--- src/rtl/ecc_point_unit_pkg.sv ---
// ecc_point_unit_pkg
//   Shared definitions for the affine point unit: FSM state encoding and the
//   operation-mode constants.
package ecc_point_unit_pkg;

  typedef enum logic [2:0] {
    S_IDLE,
    S_CHECK,
    S_NUMDEN,
    S_INV,
    S_LAMBDA,
    S_XOUT,
    S_YOUT,
    S_DONE
  } state_e;

  localparam logic MODE_DBL = 1'b0;
  localparam logic MODE_ADD = 1'b1;

endpackage

--- src/rtl/ecc_point_unit_mod_inverse.sv ---
// mod_inverse
//   Modular inverse over GF(p), p odd, by binary extended Euclid.
//   Invariants: r*den == u and s*den == v (mod p). Each step halves the even
//   one of u/v, or subtracts the smaller odd from the larger odd and halves
//   the difference, so log2(u*v) shrinks by at least one bit per cycle.
//   Ports:
//     clk, reset   clock, async active-high reset
//     start        load den/p and begin (ignored while running)
//     p, den       modulus and value to invert (den != 0, den < p)
//     done         one-cycle pulse, inv valid and held until next start
//     inv          den^-1 mod p
module mod_inverse #(
  parameter int n = 10
) (
  input  logic         clk,
  input  logic         reset,
  input  logic         start,
  input  logic [n-1:0] p,
  input  logic [n-1:0] den,
  output logic         done,
  output logic [n-1:0] inv
);

  logic         run_q, run_d, done_q, done_d;
  logic [n-1:0] u_q, u_d, v_q, v_d, r_q, r_d, s_q, s_d, inv_q, inv_d;

  function automatic logic [n-1:0] msub(input logic [n-1:0] x, y, m);
    logic [n:0] t;
    t = {1'b0, x} - {1'b0, y};
    if (x < y) t = t + {1'b0, m};
    return t[n-1:0];
  endfunction

  // x/2 mod p: odd values become even by adding p first.
  function automatic logic [n-1:0] mhalf(input logic [n-1:0] x, m);
    logic [n:0] t;
    t = x[0] ? ({1'b0, x} + {1'b0, m}) : {1'b0, x};
    return t[n:1];
  endfunction

  always_comb begin
    run_d  = run_q;
    done_d = 1'b0;
    u_d    = u_q;
    v_d    = v_q;
    r_d    = r_q;
    s_d    = s_q;
    inv_d  = inv_q;
    if (!run_q) begin
      if (start) begin
        u_d   = den;
        v_d   = p;
        r_d   = n'(1);
        s_d   = '0;
        run_d = 1'b1;
      end
    end else if (u_q == n'(1)) begin
      inv_d  = r_q;
      done_d = 1'b1;
      run_d  = 1'b0;
    end else if (v_q == n'(1)) begin
      inv_d  = s_q;
      done_d = 1'b1;
      run_d  = 1'b0;
    end else if (!u_q[0]) begin
      u_d = u_q >> 1;
      r_d = mhalf(r_q, p);
    end else if (!v_q[0]) begin
      v_d = v_q >> 1;
      s_d = mhalf(s_q, p);
    end else if (u_q > v_q) begin
      u_d = (u_q - v_q) >> 1;
      r_d = mhalf(msub(r_q, s_q, p), p);
    end else begin
      v_d = (v_q - u_q) >> 1;
      s_d = mhalf(msub(s_q, r_q, p), p);
    end
  end

  always_ff @(posedge clk or posedge reset) begin
    if (reset) begin
      run_q  <= 1'b0;
      done_q <= 1'b0;
      u_q    <= '0;
      v_q    <= '0;
      r_q    <= '0;
      s_q    <= '0;
      inv_q  <= '0;
    end else begin
      run_q  <= run_d;
      done_q <= done_d;
      u_q    <= u_d;
      v_q    <= v_d;
      r_q    <= r_d;
      s_q    <= s_d;
      inv_q  <= inv_d;
    end
  end

  assign done = done_q;
  assign inv  = inv_q;

endmodule

--- src/rtl/ecc_point_unit.sv ---
// ecc_point_unit
//   Affine point add/double over GF(p) on Y^2 = X^3 + aX + b. One serial
//   MSB-first shift-add-reduce multiplier (n+1 cycles per product) is shared
//   by the doubling numerator, lambda, x3 and y3 steps; the inverse comes from
//   mod_inverse.
//   Ports:
//     clk, reset          clock, async active-high reset
//     start               request, sampled only in IDLE
//     mode                0 = 2*P1, 1 = P1+P2
//     p, a                field prime, curve coefficient (a < p)
//     x1,y1,x2,y2         operand points, captured on accepted start
//     x3,y3               result, updated when the pulse appears
//     busy                operation in flight
//     result / infinity   one-cycle completion pulses
//   Optional macro ECC_INF_INPUT_EN adds inf1/inf2 inputs flagging operands
//   as the point at infinity; those cases finish straight from CHECK.
module ecc_point_unit
  import ecc_point_unit_pkg::*;
#(
  parameter int n = 10
) (
  input  logic         clk,
  input  logic         reset,
  input  logic         start,
  input  logic         mode,
  input  logic [n-1:0] p,
  input  logic [n-1:0] a,
  input  logic [n-1:0] x1,
  input  logic [n-1:0] y1,
  input  logic [n-1:0] x2,
  input  logic [n-1:0] y2,
`ifdef ECC_INF_INPUT_EN
  input  logic         inf1,
  input  logic         inf2,
`endif
  output logic [n-1:0] x3,
  output logic [n-1:0] y3,
  output logic         busy,
  output logic         result,
  output logic         infinity
);

  localparam int CW = $clog2(n + 1) + 1;

  state_e       state_q, state_d;
  logic         mode_q, mode_d, dbl_q, dbl_d, inf_q, inf_d;
  logic [n-1:0] p_q, p_d, a_q, a_d, x1_q, x1_d, y1_q, y1_d, x2_q, x2_d, y2_q, y2_d;
  logic [n-1:0] num_q, num_d, lam_q, lam_d, xr_q, xr_d, x3_q, x3_d, y3_q, y3_d;
  logic [n-1:0] acc_q, acc_d;
  logic [CW-1:0] cnt_q, cnt_d;
`ifdef ECC_INF_INPUT_EN
  logic         inf1_q, inf1_d, inf2_q, inf2_d;
`endif

  logic [n-1:0] mul_a, mul_b, mb_sh, acc_in, acc_dbl, acc_step;
  logic         mul_done, in_mul;
  logic [n-1:0] inv_den, inv_res;
  logic         inv_start, inv_done;

  function automatic logic [n-1:0] madd(input logic [n-1:0] x, y, m);
    logic [n:0] t;
    t = {1'b0, x} + {1'b0, y};
    if (t >= {1'b0, m}) t = t - {1'b0, m};
    return t[n-1:0];
  endfunction

  function automatic logic [n-1:0] msub(input logic [n-1:0] x, y, m);
    logic [n:0] t;
    t = {1'b0, x} - {1'b0, y};
    if (x < y) t = t + {1'b0, m};
    return t[n-1:0];
  endfunction

  // Multiplier operand select; product = mul_a * mul_b, bits of mul_b scanned.
  always_comb begin
    mul_a = lam_q;
    mul_b = lam_q;
    unique case (state_q)
      S_NUMDEN: begin mul_a = x1_q;                    mul_b = x1_q;    end
      S_LAMBDA: begin mul_a = num_q;                   mul_b = inv_res; end
      S_YOUT:   begin mul_a = msub(x1_q, xr_q, p_q);   mul_b = lam_q;   end
      default: ;
    endcase
  end

  // cnt 0..n-1 consume bits n-1..0; cnt == n is the hand-off cycle.
  assign mul_done = (cnt_q == CW'(n));
  assign mb_sh    = mul_b << cnt_q;
  assign acc_in   = (cnt_q == '0) ? '0 : acc_q;
  assign acc_dbl  = madd(acc_in, acc_in, p_q);
  assign acc_step = mb_sh[n-1] ? madd(acc_dbl, mul_a, p_q) : acc_dbl;
  assign in_mul   = (state_q == S_LAMBDA) || (state_q == S_XOUT) ||
                    (state_q == S_YOUT) || ((state_q == S_NUMDEN) && dbl_q);
  assign inv_den  = dbl_q ? madd(y1_q, y1_q, p_q) : msub(x2_q, x1_q, p_q);

  always_comb begin
    state_d   = state_q;
    mode_d    = mode_q;
    dbl_d     = dbl_q;
    inf_d     = inf_q;
    p_d       = p_q;
    a_d       = a_q;
    x1_d      = x1_q;
    y1_d      = y1_q;
    x2_d      = x2_q;
    y2_d      = y2_q;
    num_d     = num_q;
    lam_d     = lam_q;
    xr_d      = xr_q;
    x3_d      = x3_q;
    y3_d      = y3_q;
    acc_d     = acc_q;
    cnt_d     = cnt_q;
    inv_start = 1'b0;
`ifdef ECC_INF_INPUT_EN
    inf1_d    = inf1_q;
    inf2_d    = inf2_q;
`endif

    if (in_mul) begin
      if (mul_done) cnt_d = '0;
      else begin
        acc_d = acc_step;
        cnt_d = cnt_q + CW'(1);
      end
    end

    unique case (state_q)
      S_IDLE: if (start) begin
        mode_d  = mode;
        p_d     = p;
        a_d     = a;
        x1_d    = x1;
        y1_d    = y1;
        x2_d    = x2;
        y2_d    = y2;
        inf_d   = 1'b0;
        cnt_d   = '0;
`ifdef ECC_INF_INPUT_EN
        inf1_d  = inf1;
        inf2_d  = inf2;
`endif
        state_d = S_CHECK;
      end
      S_CHECK: begin
`ifdef ECC_INF_INPUT_EN
        if (inf1_q && (inf2_q || mode_q == MODE_DBL)) begin
          inf_d = 1'b1; x3_d = '0; y3_d = '0; state_d = S_DONE;
        end else if (inf1_q || (inf2_q && mode_q == MODE_ADD)) begin
          x3_d    = inf1_q ? x2_q : x1_q;
          y3_d    = inf1_q ? y2_q : y1_q;
          state_d = S_DONE;
        end else
`endif
        // P + (-P), or doubling a point with y == 0, is the point at infinity.
        if ((mode_q == MODE_ADD && x1_q == x2_q && y1_q != y2_q) ||
            ((mode_q == MODE_DBL || x1_q == x2_q) && y1_q == '0)) begin
          inf_d = 1'b1; x3_d = '0; y3_d = '0; state_d = S_DONE;
        end else begin
          // Equal points reaching here in add mode are doubled; x2 := x1
          // lets XOUT use one formula for both paths.
          dbl_d   = (mode_q == MODE_DBL) || (x1_q == x2_q);
          x2_d    = ((mode_q == MODE_DBL) || (x1_q == x2_q)) ? x1_q : x2_q;
          state_d = S_NUMDEN;
        end
      end
      S_NUMDEN: begin
        if (!dbl_q) begin
          num_d     = msub(y2_q, y1_q, p_q);
          inv_start = 1'b1;
          state_d   = S_INV;
        end else if (mul_done) begin
          num_d     = madd(madd(madd(acc_q, acc_q, p_q), acc_q, p_q), a_q, p_q);
          inv_start = 1'b1;
          state_d   = S_INV;
        end
      end
      S_INV:    if (inv_done) state_d = S_LAMBDA;
      S_LAMBDA: if (mul_done) begin lam_d = acc_q; state_d = S_XOUT; end
      S_XOUT:   if (mul_done) begin
        xr_d    = msub(msub(acc_q, x1_q, p_q), x2_q, p_q);
        state_d = S_YOUT;
      end
      S_YOUT:   if (mul_done) begin
        x3_d    = xr_q;
        y3_d    = msub(acc_q, y1_q, p_q);
        state_d = S_DONE;
      end
      S_DONE:   state_d = S_IDLE;
      default:  state_d = S_IDLE;
    endcase
  end

  always_ff @(posedge clk or posedge reset) begin
    if (reset) begin
      state_q <= S_IDLE;
      mode_q  <= MODE_DBL;
      dbl_q   <= 1'b0;
      inf_q   <= 1'b0;
      p_q     <= '0;
      a_q     <= '0;
      x1_q    <= '0;
      y1_q    <= '0;
      x2_q    <= '0;
      y2_q    <= '0;
      num_q   <= '0;
      lam_q   <= '0;
      xr_q    <= '0;
      x3_q    <= '0;
      y3_q    <= '0;
      acc_q   <= '0;
      cnt_q   <= '0;
`ifdef ECC_INF_INPUT_EN
      inf1_q  <= 1'b0;
      inf2_q  <= 1'b0;
`endif
    end else begin
      state_q <= state_d;
      mode_q  <= mode_d;
      dbl_q   <= dbl_d;
      inf_q   <= inf_d;
      p_q     <= p_d;
      a_q     <= a_d;
      x1_q    <= x1_d;
      y1_q    <= y1_d;
      x2_q    <= x2_d;
      y2_q    <= y2_d;
      num_q   <= num_d;
      lam_q   <= lam_d;
      xr_q    <= xr_d;
      x3_q    <= x3_d;
      y3_q    <= y3_d;
      acc_q   <= acc_d;
      cnt_q   <= cnt_d;
`ifdef ECC_INF_INPUT_EN
      inf1_q  <= inf1_d;
      inf2_q  <= inf2_d;
`endif
    end
  end

  mod_inverse #(.n(n)) u_inv (
    .clk   (clk),
    .reset (reset),
    .start (inv_start),
    .p     (p_q),
    .den   (inv_den),
    .done  (inv_done),
    .inv   (inv_res)
  );

  // Outputs decode straight from registered state: the DONE cycle carries
  // the pulse and is already outside the busy window.
  assign x3       = x3_q;
  assign y3       = y3_q;
  assign busy     = (state_q != S_IDLE) && (state_q != S_DONE);
  assign result   = (state_q == S_DONE) && !inf_q;
  assign infinity = (state_q == S_DONE) && inf_q;

endmodule

--- config.mk ---
export PLATFORM = sky130hd
export DESIGN_NAME = ecc_point_unit
export DESIGN_NICKNAME = d
export VERILOG_FILES = /design/src/rtl/ecc_point_unit_pkg.sv /design/src/rtl/ecc_point_unit_mod_inverse.sv /design/src/rtl/ecc_point_unit.sv
export SDC_FILE = /design/constraint.sdc
export NUM_CORES = 1
export LEC_CHECK = 0
export BUFFER_PORTS_ARGS = -buffer_cell sky130_fd_sc_hd__clkbuf_2
export CORE_UTILIZATION = 45
export CTS_CLUSTER_SIZE = 40
export DETAILED_ROUTE_END_ITERATION = 8
export HOLD_SLACK_MARGIN = 0.15
export PLACE_DENSITY = 0.61
export SLEW_MARGIN = 40
export SYNTH_ARGS = -nofsm -noshare
export SYNTH_HDL_FRONTEND = slang
export SYNTH_SLANG_ARGS = --single-unit
--- constraint.sdc ---
create_clock -name clk -period 8.9 [get_ports clk]
set_input_delay 0.445 -clock clk [delete_from_list [all_inputs] [get_ports clk]]
set_output_delay 0.445 -clock clk [all_outputs]
set_load 0.01 [all_outputs]
==> impl_metrics.ini, run 1 <==
[min_path]
hold_class = input port to register
worstHoldStart = y2[0]

[cells_and_area]
final_util_pct = 51.39
nets = 3323
drive_gt1_share_pct = 12.03
syn_to_final_growth_pct = 12.36
antenna_cells = 0

[die]
pin_count = 87
initial_core_util_pct = 45.74
die_h_um = 225.5
core_area_sq_mm = 0.04915
die_area_sq_mm = 0.05086
die_w_um = 225.5
num_rows = 81

[synthesis]
yosysTopAreaCell = dfrtp_1
syn_area_sq_mm = 0.02248
ys_ff_latch = 183
yosys_warnings = 0
syn_nets = 3209
yosysSeqAreaShare_pct = 20.37
synth_area_leaders = dfrtp_1 20%, ha_1 17%, xnor2_1 5.5%, nand2_1 5.2%, a21oi_1 4.8%
postSynthAreaPerCell_sq_um = 8.006
synth_flop_cell = dfrtp_1
async_reset_ff_share_pct = 100.0
synth_cell_type_count = 89
synth_edf_count = 0
synthCells = 2808
synth_top_area_share_pct = 20.37

[sta]
setup_violations = 0
setup_ws_ns = 0.08569
final_max_slew_viol_count = 0
hold_viol_final = 0
post-route-min-period_ns = 8.814
worst_slew_pin_slew_ns = 0.7778
post-route-period-util_pct = 99.04
fin_skew_ns = 0.008714
max_freq_mhz = 113.5
slew_headroom_pct = 46.80
rsz0062_at_grt = yes

[worst_setup_path]
cp-start-kind = register
critPathMostFrequentCell = o21ai_2
slowest_stage = or4_4
crit_type = register to register
startpoint = p_q[1]$_DFFE_PP0P_
path_max_fanout = 6
end_kind = register
arrival_ns = 9.23
slowest_delay_ns = 0.57
rr_startpoint = p_q[1]$_DFFE_PP0P_
cp_data_required_time_ns = 9.32

[clock_tree]
cts.sinks = 183
cts.path.max_buffers = 2
cts_buffers = 17
cts_tree = done
h-tree-depth = 4
clk_pin_slew_worst_paths_ns = 0.08
worstSkewPairLatency_ns = 0.50
root_buffer = clkbuf_16

[job]
max_cap_violations = 0

[route]
drt_iter0_drc = 1546
vias = 21442
drt-wirelength-per-cell_um = 21.62
dr.pass1.iters = 6
drc = 0
via_per_inst = 5.958
routed_wl_um = 77800
ant_nets = 0

[status]
status = finished clean

[global_route]
antenna_found_initial = 0
first_global_vias = 20797
groute.usage.overall_pct = 30.74
grt_max_degree = 116
grt_overflow = 0
grt_pass1_wl_um = 118700

[placement]
hpwlAfterDp_um = 58340
port_buffers = 86
gp_congestion = 0.9653
place_ws_ns = -0.03662
synthesized netlist by cell type (all sizes together), types with 7 or more instances:
cell type and instances:
nand4 21, ha 306, a21oi 214, a21o 60, nor3 68, and3 8
a211o 7, o21a 34, o22ai 16, nor2b 54, o31ai 21, xnor2 140
o21ai 212, a21boi 17, or2 11, and2 21, o211ai 14, a221oi 8
a2111oi 9, o31a 8, xor2 71, a22oi 8, mux2 63, nor2 218
nand3 46, a31o 8, nand2b 22, o41ai 13, a222oi 10, dfrtp 183
or3 29, fa 31, nor4 12, clkbuf 71, nand2 313, buf 29
a31oi 35, a211oi 32, inv 195, mux2i 62, o21bai 22
cells by family (layout without fill, tap and decap cells):
logic type	after synthesis	after routing	share of synthesized area (%)
AND/OR/NAND/NOR	846	846	17.25
AO/OA/AOI/OAI	807	807	22.97
adder cells (fa/ha/maj)	337	337	19.79
buffers and inverters	296	423	5.165
XOR/XNOR	211	211	8.220
flip-flops	183	183	20.37
multiplexers	128	128	6.233
worst paths after layout:
path | to | slack, ns | cells after the start
worst max-delay path | num_q[8]$_DFFE_PP0P_ | 0.09 | 40
worst min-delay path | y2_q[0]$_DFFE_PP0P_ | 0.18 | 3
worst max register to register | num_q[8]$_DFFE_PP0P_ | 0.09 | 40
worst min register to register | x3[9]$_DFFE_PP0P_ | 0.48 | 2
max in group asynchronous | u_inv.r_q[9]$_DFFE_PP0P_ | 7.20 | 4
min in group asynchronous | xr_q[7]$_DFFE_PP0P_ | 0.58 | 3
worst max-delay path: cells and delay by family, from the launching register on:
family / cells / cell delay, ns
xor gates and xnor gates: 2 / 0.29
muxes: 1 / 0.35
DFF: 1 / 0.39
and+or+nand+nor: 10 / 2.25
adders and majority gates: 6 / 1.86
buffers and inverters: 4 / 0.57
AOI/OAI and AO/OA: 17 / 3.03
per-layer routing:
metal  vias to the layer above  global-route usage [%]  wire (um)
met3                       165                   4.915       3658
li1                      10331                       -          -
met1                     10336                   37.74      33170
met5                         -                       0          0
met2                       610                   52.17      37180
met4                         0                   15.01       3789
timing repair:
| item | in CTS | in global routing |
|---|---|---|
| hold endpoints to repair | 149 | 0 |
| cloned | 0 | 0 |
| hold buffers | 36 | 0 |
| buffers inserted | 0 | 20 |
| pin swaps | 1 | 40 |
| gates resized for setup | 1 | 49 |
| endpoints found under the setup margin | 8 | 10 |
area by class of cell:
class,count,area (sq um)
flip-flops and latches,183,4581
repair buffers,196,1358
clock buffers,17,425.4
inverters,195,748.2
well taps,664,830.8
fillers,4696,23890
clock inverters,15,181.4
multi-input cells,2329,17140
layout by cell type, fill, tap and decap left out, drive strengths merged, types with 16 or more instances in the layout:
master and count:
a211oi 32, a21boi 17, a21o 60, a21oi 214
a31oi 35, and2 21, buf 74, clkbuf 103
dfrtp 183, dlygate4sd3 36, fa 31, ha 306
inv 204, mux2 63, mux2i 62, nand2 313
nand2b 22, nand3 46, nand4 21, nor2 218
nor2b 54, nor3 68, o21a 34, o21ai 212
o21bai 22, o22ai 16, o31ai 21, or3 29
xnor2 140, xor2 71
stage by stage:
stage          std cells  hold WS [ns]  TNS [ns]  cell area, sq um
2_1_floorplan       2808        0.4460  -0.08822             22580
3_3_place_gp        3510        0.4585         0             23830
3_5_place_dp        3510        0.4674  -0.08975             23860
4_1_cts             3578        0.1503         0             24830
5_1_grt             3599        0.1794    -1.624             25260
6_report            3599        0.1834         0             25260
Power of run 1 is not shown: default switching activity piles up to over one toggle a cycle in this logic, so the estimate is an artifact.
==> inputs of run 2 (changes only) <==
- RECOVER_POWER: unset -> 50
==> run 2 against run 1 <==
The flow now finishes with violations (capacitance limit, slew limit). Core utilization down 0.079 points. Clock skew grew 0.0032 ns. Count of clock-buffer cells in the layout stayed put. Sequential share of layout area about the same. Critical path type unchanged. Largest cell class unchanged.
==> impl_metrics.ini, run 2 (same netlist as run 1, synthesis figures left out) <==
[worst_setup_path]
arrival_ns = 9.23
crit_type = register to register
critPathMostFrequentCell = o21ai_2
slowest_stage = or4_4
slowest_delay_ns = 0.57
cp-start-kind = register
path_max_fanout = 6
end_kind = register
cp_data_required_time_ns = 9.32

[global_route]
met3_usage_pct = 4.915
antenna_found_initial = 0
use_met2_pct = 52.17
grt_util_met1_pct = 37.74
grt_max_degree = 116
first_global_vias = 20797
grt_overflow = 0
groute.usage.overall_pct = 30.74
grt_pass1_wl_um = 118700
busiest_layer = met2

[sta]
post-route-period-util_pct = 98.99
hold_viol_final = 0
slew_headroom_pct = -271.7
fin_skew_ns = 0.01192
post-route-min-period_ns = 8.810
final.setup.tns_ns = 0
worst_slew_pin_slew_ns = 5.576
final_max_slew_viol_count = 186
max_freq_mhz = 113.5
rsz0062_at_grt = yes
setup_violations = 0

[clock_tree]
h-tree-depth = 4
worstSkewPairLatency_ns = 0.51
root_buffer = clkbuf_16
cts.sinks = 183
cts_tree = done
clk_pin_slew_worst_paths_ns = 0.08
cts.path.max_buffers = 2
cts_buffers = 17

[job]
max_cap_violations = 2

[die]
initial_core_util_pct = 45.74
die_area_sq_mm = 0.05086
die_w_um = 225.5
core_area_sq_mm = 0.04915
pin_count = 87
die_h_um = 225.5
num_rows = 81

[placement]
hpwlAfterDp_um = 58340
gp_congestion = 0.9653
port_buffers = 86

[route]
via_per_inst = 5.953
drc = 0
drt-wirelength-per-cell_um = 21.62
ant_nets = 0
dr.pass1.iters = 7
vias = 21426
drt_iter0_drc = 1659
routed_wl_um = 77820

[min_path]
hold_class = input port to register

[cells_and_area]
nets = 3323
syn_to_final_growth_pct = 12.18
drive_gt1_share_pct = 11.31
antenna_cells = 0
final_cell_mix = 310 x nand2_1, 296 x ha_1, 214 x nor2_1, 208 x a21oi_1, 192 x inv_1
final_common_cell = nand2_1

[status]
violations = capacitance limit, slew limit
status = complete, but fails checks
run 2: changes by cell type in the layout (fill, tap and decap cells not counted), sizes merged:
cell	before	now
buf	74	73
clkinvlp	3	4
dlygate4sd2	0	1
inv	204	203
run 2: layout make-up:
class,instances,area (sq um)
Multi-Input combinational cell,2329,17140
Inverter,195,737.0
Sequential cell,183,4581
Clock buffer,17,425.4
Clock inverter,15,181.4
Timing Repair Buffer,196,1330
Fill cell,4708,23930
Tap cell,664,830.8
run 2: path summary, 6_finish.rpt:
kind / start / to / slack [ns] / cells after the start
min in group asynchronous: reset / xr_q[7]$_DFFE_PP0P_ / 2.17 / 3
hold reg to reg: x3[9]$_DFFE_PP0P_ / x3[9]$_DFFE_PP0P_ / 0.49 / 2
setup / recovery: p_q[1]$_DFFE_PP0P_ / num_q[8]$_DFFE_PP0P_ / 0.09 / 40
hold / removal: y2[0] / y2_q[0]$_DFFE_PP0P_ / 0.18 / 3
setup reg to reg: p_q[1]$_DFFE_PP0P_ / num_q[8]$_DFFE_PP0P_ / 0.09 / 40
max in group asynchronous: reset / u_inv.r_q[9]$_DFFE_PP0P_ / 1.89 / 4
run 2: worst max-delay path, delay by kind of cell (launching register included):
family                     cells  cell delay (ns)
DFF                            1             0.39
muxes                          1             0.35
buffers and inverters          4             0.56
AOI/OAI and AO/OA             17             3.03
xor gates and xnor gates       2             0.29
adders and majority gates      6             1.86
and+or+nand+nor               10             2.24
run 2: what timing repair did:
action,in CTS,in global routing
resized for setup,1,49
hold buffers,36,0
setup buffers,0,20
setup endpoints to repair,8,10
pin swaps,1,40
hold endpoints to repair,149,0
run 2: stage by stage:
step	worst slack (ns)	cells	instance area (sq um)	utilization [%]	hold WS, ns
global route	-0.2302	3599	25220	51.31	0.1794
global placement	0.1605	3510	23830	48.48	0.4585
floorplan	-0.02768	2808	22580	-	0.4460
CTS	0.05149	3578	24830	50.51	0.1503
detailed placement	-0.03662	3510	23860	48.53	0.4674
finish	0.08990	3599	25220	51.31	0.1840
run 2: per-layer routing:
metal	routed length (um)	vias to the layer above
met1	32870	10324
li1	-	10329
met4	3923	0
met5	0	-
met3	3944	167
met2	37080	606
Power of run 2 is left out for the same reason.
